**src/rtl/mod_mult_interleaved.sv**
```systemverilog
// Interleaved shift-add-reduce modular multiplier: m_tdata = (a * b) mod m, one bit of a per cycle.
// Optional operand range checking is built when MOD_MULT_OPERAND_CHECK_EN is defined.
module mod_mult_interleaved #(
  parameter int WIDTH = 64,
  parameter int TAG_W = 4
) (
  input  logic             clk,
  input  logic             rst,
  input  logic [WIDTH-1:0] s_a_tdata,
  input  logic [WIDTH-1:0] s_b_tdata,
  input  logic [WIDTH-1:0] s_m_tdata,
  input  logic [TAG_W-1:0] s_tid,
  input  logic             s_tvalid,
  output logic             s_tready,
  output logic [WIDTH-1:0] m_tdata,
  output logic [TAG_W-1:0] m_tid,
  output logic             m_err,
  output logic             m_tvalid,
  input  logic             m_tready
);

  // state | meaning
  // IDLE  | waiting for a request beat, s_tready high
  // RUN   | processing one bit of a per cycle, MSB first
  // DONE  | result presented, waiting for downstream to accept

  localparam int CW = (WIDTH > 1) ? $clog2(WIDTH) : 1;

  typedef enum logic [1:0] {IDLE, RUN, DONE} state_t;

  state_t             state, state_nxt;
  logic [WIDTH-1:0]   a_r, b_r, m_r;
  logic [TAG_W-1:0]   tid_r;
  logic [WIDTH+1:0]   p;
  logic [WIDTH+1:0]   m_ext, t_sum, t_red1, t_red2;
  logic [CW-1:0]      bit_cnt;
  logic               hs_in;

  assign s_tready = (state == IDLE) & ~rst;
  assign m_tvalid = (state == DONE);
  assign hs_in    = s_tvalid & s_tready;

  always_comb begin
    state_nxt = state;
    unique case (state)
      IDLE:    if (hs_in) state_nxt = RUN;
      RUN:     if (bit_cnt == '0) state_nxt = DONE;
      DONE:    if (m_tready) state_nxt = IDLE;
      default: state_nxt = IDLE;
    endcase
  end

  // Two conditional subtractions keep P below m since 2P + b < 3m.
  always_comb begin
    m_ext  = {2'b00, m_r};
    t_sum  = (p << 1) + (a_r[bit_cnt] ? {2'b00, b_r} : '0);
    t_red1 = (t_sum  >= m_ext) ? t_sum  - m_ext : t_sum;
    t_red2 = (t_red1 >= m_ext) ? t_red1 - m_ext : t_red1;
  end

`ifdef MOD_MULT_OPERAND_CHECK_EN
  logic err_r;
  logic m_err_r;
  assign m_err = m_err_r;
`else
  assign m_err = 1'b0;
`endif

  always_ff @(posedge clk) begin
    if (rst) begin
      state   <= IDLE;
      a_r     <= '0;
      b_r     <= '0;
      m_r     <= '0;
      tid_r   <= '0;
      p       <= '0;
      bit_cnt <= '0;
      m_tdata <= '0;
      m_tid   <= '0;
`ifdef MOD_MULT_OPERAND_CHECK_EN
      err_r   <= 1'b0;
      m_err_r <= 1'b0;
`endif
    end else begin
      state <= state_nxt;
      case (state)
        IDLE: begin
          if (hs_in) begin
            a_r     <= s_a_tdata;
            b_r     <= s_b_tdata;
            m_r     <= s_m_tdata;
            tid_r   <= s_tid;
            p       <= '0;
            bit_cnt <= CW'(WIDTH - 1);
`ifdef MOD_MULT_OPERAND_CHECK_EN
            err_r   <= (s_m_tdata == '0) | (s_a_tdata >= s_m_tdata) |
                       (s_b_tdata >= s_m_tdata);
`endif
          end
        end
        RUN: begin
          p <= t_red2;
          if (bit_cnt == '0) begin
            m_tid <= tid_r;
`ifdef MOD_MULT_OPERAND_CHECK_EN
            m_tdata <= err_r ? '0 : t_red2[WIDTH-1:0];
            m_err_r <= err_r;
`else
            m_tdata <= t_red2[WIDTH-1:0];
`endif
          end else begin
            bit_cnt <= bit_cnt - 1'b1;
          end
        end
        default: ;
      endcase
    end
  end

endmodule

```
**config.mk**
```make
export PLATFORM = sky130hd
export DESIGN_NAME = mod_mult_interleaved
export DESIGN_NICKNAME = d
export VERILOG_FILES = /design/src/rtl/mod_mult_interleaved.sv
export SDC_FILE = /design/constraint.sdc
export NUM_CORES = 1
export LEC_CHECK = 0
export CAP_MARGIN = 10
export CORE_MARGIN = 2
export CORE_UTILIZATION = 55
export CTS_BUF_LIST = sky130_fd_sc_hd__clkbuf_16
export CTS_CLUSTER_SIZE = 24
export DETAILED_ROUTE_END_ITERATION = 7
export GPL_TIMING_DRIVEN = 0
export MAX_ROUTING_LAYER = met4
export PLACE_DENSITY = 0.77
export SLEW_MARGIN = 20
export SYNTH_ARGS = -nofsm -noshare
export SYNTH_HDL_FRONTEND = slang
export SYNTH_SLANG_ARGS = --single-unit
```
**constraint.sdc**
```tcl
create_clock -name clk -period 33.8 [get_ports clk]
set_clock_uncertainty 0.05 [all_clocks]
set_input_delay 3.38 -clock clk [delete_from_list [all_inputs] [get_ports clk]]
set_output_delay 3.38 -clock clk [all_outputs]
set_load 0.005 [all_outputs]
```
Word-level counts from Yosys, hierarchy flattened:

Cells that the tools add are included.

* register bits after elaboration: 337
* input bits: 200
* word-level logic and storage cells: 47

* $lt $le $gt $ge: 3
* reductions and logical operators: 8
* muxes and demuxes: 14
* eq/ne operators: 6
* bitwise gates (word level): 3
* add/subtract/negate cells: 4

Operators by type and width (count)
* $ge A66 B64 Y1: 2
* $mux W65: 2
* $pmux W65 S2: 1
* $add A66 B64 Y66: 1
* $mux W66: 1
* $sub A66 B64 Y66: 1
* $sub A65 B64 Y65: 1
* $mux W64: 1
* $mux W6: 2
* $pmux W6 S2: 1
* $lt A6 B7 Y1 const B: 1
* $bmux W1 S6: 1
* $logic_not A6 Y1: 1
* $mux W2: 3
* $ne A2 B2 Y1 const B: 3
* $pmux W2 S3: 1
* $reduce_and A2 Y1: 3
* $reduce_and A3 Y1: 2
* $sub A6 B1 Y6 const B: 1
* $and A1 B1 Y1: 2
* $eq A2 B1 Y1 const B: 1
* $eq A2 B2 Y1 const B: 1
* $logic_not A2 Y1: 1
* $ne A2 B1 Y1 const B: 1
* 3 further kinds: 3

Logic depth before layout (Yosys ltp):

* word-level depth: 9
* gate-level depth with buffers: 52
* depth with buffers taken out: 43

Least setup slack after synthesis:

OpenSTA, ideal clock, no wires.

* path kind: register -> register
* from: register bit_cnt[0]
* to: register m_tdata[61]
* buffers on the path: 10
* clock period less this slack: 10.994 ns
* setup slack: 22.806 ns
* arrival: 10.853 ns
* library setup time: 0.091 ns
* cell stages (with the launch flop): 47
* data required time: 33.659 ns
* path through: dfxtp_1 clkbuf_1 clkbuf_1 mux4_2 a22o_1 o21ai_0 a31oi_1 clkbuf_1 and2_1 ha_1 a21o_1 or3_1 o21a_1 o31a_1 o2111ai_4 nand4_1 a31oi_1 xnor2_1 [11 not listed] buf_6 buf_6 mux2_2 ha_1 clkbuf_1 a2111oi_0 o211ai_1 o211a_1 a221oi_1 o21ai_0 nor2_1 o21ai_0 a311oi_1 o31a_1 clkbuf_1 buf_1 nand3_1 a311oi_1

* word-level cells in the longest chain between the ends: 8

RTL lines
* start, declared: RTL line 36 `logic [CW-1:0] bit_cnt;`
* start signal, assigned: RTL line 94 `bit_cnt <= CW'(WIDTH - 1);`
* start signal, assigned: RTL line 112 `bit_cnt <= bit_cnt - 1'b1;`
* $bmux W1 S6: RTL line 56 `t_sum = (p << 1) + (a_r[bit_cnt] ? {2'b00, b_r} : '0);`
* $mux W1 (implied by the code): RTL line 56
* $mux W64: RTL line 56
* $add A66 B64 Y66: RTL line 56
* $sub A66 B64 Y66 / $ge A66 B64 Y1 (equally long branches): RTL line 57 `t_red1 = (t_sum >= m_ext) ? t_sum - m_ext : t_sum;`
* $mux W66: RTL line 57
* $sub A65 B64 Y65 / $ge A66 B64 Y1 (equally long branches): RTL line 58 `t_red2 = (t_red1 >= m_ext) ? t_red1 - m_ext : t_red1;`
* $mux W65: RTL line 58
* end signal, assigned: RTL line 109 `m_tdata <= t_red2[WIDTH-1:0];`
* end, declared: RTL line 15 `output logic [WIDTH-1:0] m_tdata,`

Several ways; a longest one is shown, not always the timed one. The select of a mux whose other input is x is not followed.
A chain may end at the register's enable or synchronous reset.

Worst setup path in the final report:

* from: register bit_cnt[1]
* to: register m_tdata[0]

Same word-level chain as after synthesis.

==> results.ini <==
[sta]
period_share_pct = 52.3
setup-tns-final_ns = 0
fmax_mhz = 56.6
setup_slack_ns = 16.13
rsz0062_at_grt = false
slew_headroom_pct = 16.1
drv_slew = 0
worstMarginPinSlew_ns = 1.26
setup_violations = 0
final_hold_viol_count = 0
min_period_ns = 17.67

[die]
die_x_um = 227
dieArea_um2 = 51300
core_area_um2 = 49000
die_y_um = 227
pin_count = 271
fp-row-count = 81
start_util_pct = 55.7

[synth]
yosysUniqueCellTypes = 84
yosysWarningCount = 0
synthFlopType = dfxtp_1
ys_seq_area_share_pct = 24.8
async_flop_share_pct = 0
syn_area_um2 = 27200
synthesis.nets = 4163
synth-edff-count = 0
syn_area_per_cell_um2 = 7.23
syn_inst = 3767
ys_ff_latch = 337

[clock_network]
cts_resized = 0
post_cts.repair.setup_buffers = 0
path_clk_slew_ns = 0.07
cts_hold_buf = 0
tritoncts = done
clkSinkCount = 337
htreeDepth = 2
clk_path_buf_depth = 3
cts_root_buf = clkbuf_16
clkLatencyLatePin_ns = 0.60
numCtsBuffers = 39

[placed_design]
port_buffers = 268
dpl.hpwl_um = 97100
detailed_place.area_um2 = 30800
dp_slack_ns = 17.17
gp_congestion = 1.09

[cells_and_area]
drive_gt1_share_pct = 4.38
areaGrowthSynthToFinish_pct = 18.0
design_area_um2 = 32200
fin_util_pct = 65.7
fin_nets = 4473

[flow_run]
cap_violations = 0

[worst_setup_path]
slowest_delay_ns = 0.88
cp_max_fo = 10
required_ns = 34.18
start_kind = register
arrival_ns = 18.04
endpoint_kind = register
path_class = register to register
cp_slowest_cell = o31ai_1

[global_routing]
gr-usage-met3_pct = 15.8
grt_usage_pct = 47.1
antenna_found_initial = 5
use_met2_pct = 67.6
grt_max_degree = 16
grt_first_pass_wirelength_um = 174000
grt_overflow_total = 0
grt_pass1_vias = 28800
grtUsageMet1_pct = 59.8
grt_busiest_layer = met2

[drt]
first_pass_iters = 8
routed_wl_um = 121000
drtIter0Drc = 3898
avgViaCountPerCell = 6.55
vias = 31300
drc = 0
antenna_left = 0
wire_per_inst_um = 25.2

[hold_path]
hold_path.class = register to register

[status]
status = finished, final reports clean

-- cell type report --
type,count,area (µm²)
antenna,9,22.5
buffer,258,1020
clock buffer,39,976
clock inverter,33,375
fill,4414,16800
inverter,134,503
multi-input combinational,3038,19000
sequential,337,6750
tap,664,831
timing repair buffer,269,2690
-- critical path: cells and delay by family (launching register included) --
| kind | cells | cell delay, ns |
|---|---|---|
| AND/OR/NAND/NOR | 9 | 3.11 |
| AO/OA/AOI/OAI | 22 | 7.75 |
| multiplexers | 2 | 0.65 |
| adder cells (fa/ha/maj) | 4 | 1.22 |
| XOR/XNOR | 1 | 0.38 |
| flip-flops | 1 | 0.49 |
| buffers and inverters | 11 | 3.84 |
-- layer usage --
layer	routed length (µm)	vias to the layer above
met5	0	-
met4	6280	0
met3	17500	404
met2	49600	2078
met1	47300	14600
li1	-	14200
-- cell usage in the layout, fill, tap and decap left out, drive strengths merged, types with 14 or more instances in the layout --
cell type and count:
nand2 649, a21oi 465, dfxtp 337, clkdlybuf4s50 268, clkbuf 257, nor2 235
ha 193, o21ai 183, inv 143, xnor2 102, nand4 89, nand3 89
and2 85, o211ai 73, nor3 71, a21o 67, xor2 66, o21bai 56
nor4 55, a211oi 51, mux2 47, buf 41, a311oi 40, o21a 32
o31ai 31, a31oi 31, mux2i 26, nand2b 21, and3 21, or3 20
nor2b 20, clkinv 16, or2 15, and4 14, a21boi 14
-- cell usage after synthesis, drive strengths merged, types with 47 or more instances --
library cell,number,area share [%]
dfxtp,337,25
nand4,89,2.0
and2,85,2.0
nor3,71,1.3
nor4,55,1.3
inv,134,1.8
nand2,649,8.9
mux2,47,2.0
o21ai,183,3.4
clkbuf,218,3.0
xnor2,102,3.3
a21oi,465,8.5
o21bai,56,1.5
o211ai,73,2.0
nand3,89,1.6
a21o,67,1.8
a211oi,51,1.4
nor2,235,3.2
xor2,66,2.1
ha,193,8.9
-- per-stage QoR --
| step | cells | hold WS, ns |
|---|---|---|
| global route | 4781 | 0.419 |
| CTS | 4772 | 0.401 |
| finish | 4781 | 0.400 |
| detailed placement | 4700 | 0.392 |
| global placement | 4699 | 0.387 |
| floorplan | 3767 | 0.382 |
-- path summary, 6_finish.rpt --
path / start / cells after the start / slack (ns) / endpoint
worst max-delay path: bit_cnt[1]$_SDFFE_PP0P_ / 49 / 16.13 / m_tdata[0]$_SDFFE_PP0P_
worst min-delay path: b_r[14]$_SDFFE_PP0P_ / 2 / 0.40 / b_r[14]$_SDFFE_PP0P_
worst max register to register: bit_cnt[1]$_SDFFE_PP0P_ / 49 / 16.13 / m_tdata[0]$_SDFFE_PP0P_
worst min register to register: b_r[14]$_SDFFE_PP0P_ / 2 / 0.40 / b_r[14]$_SDFFE_PP0P_
-- sequential cells by signal, indices dropped and copies added, names as in the netlist, 4 cells and up --
signal	flops
p	65
a_r	64
b_r	64
m_r	64
m_tdata	64
bit_cnt	6
m_tid	4
tid_r	4
-- kinds of logic (layout without fill, tap and decap cells) --
kind of cell,Yosys count,after routing,share of synthesized area [%]
buffers and inverters,392,733,5.59
AND/OR/NAND/NOR,1413,1413,23.9
AO/OA/AOI/OAI,1174,1174,27.2
other,1,10,0.0138
flip-flops,337,337,24.8
multiplexers,86,86,4.00
adder cells (fa/ha/maj),196,196,9.08
XOR/XNOR,168,168,5.40
Power is not shown: default switching activity piles up to over one toggle a cycle in this logic, so the estimate is an artifact.
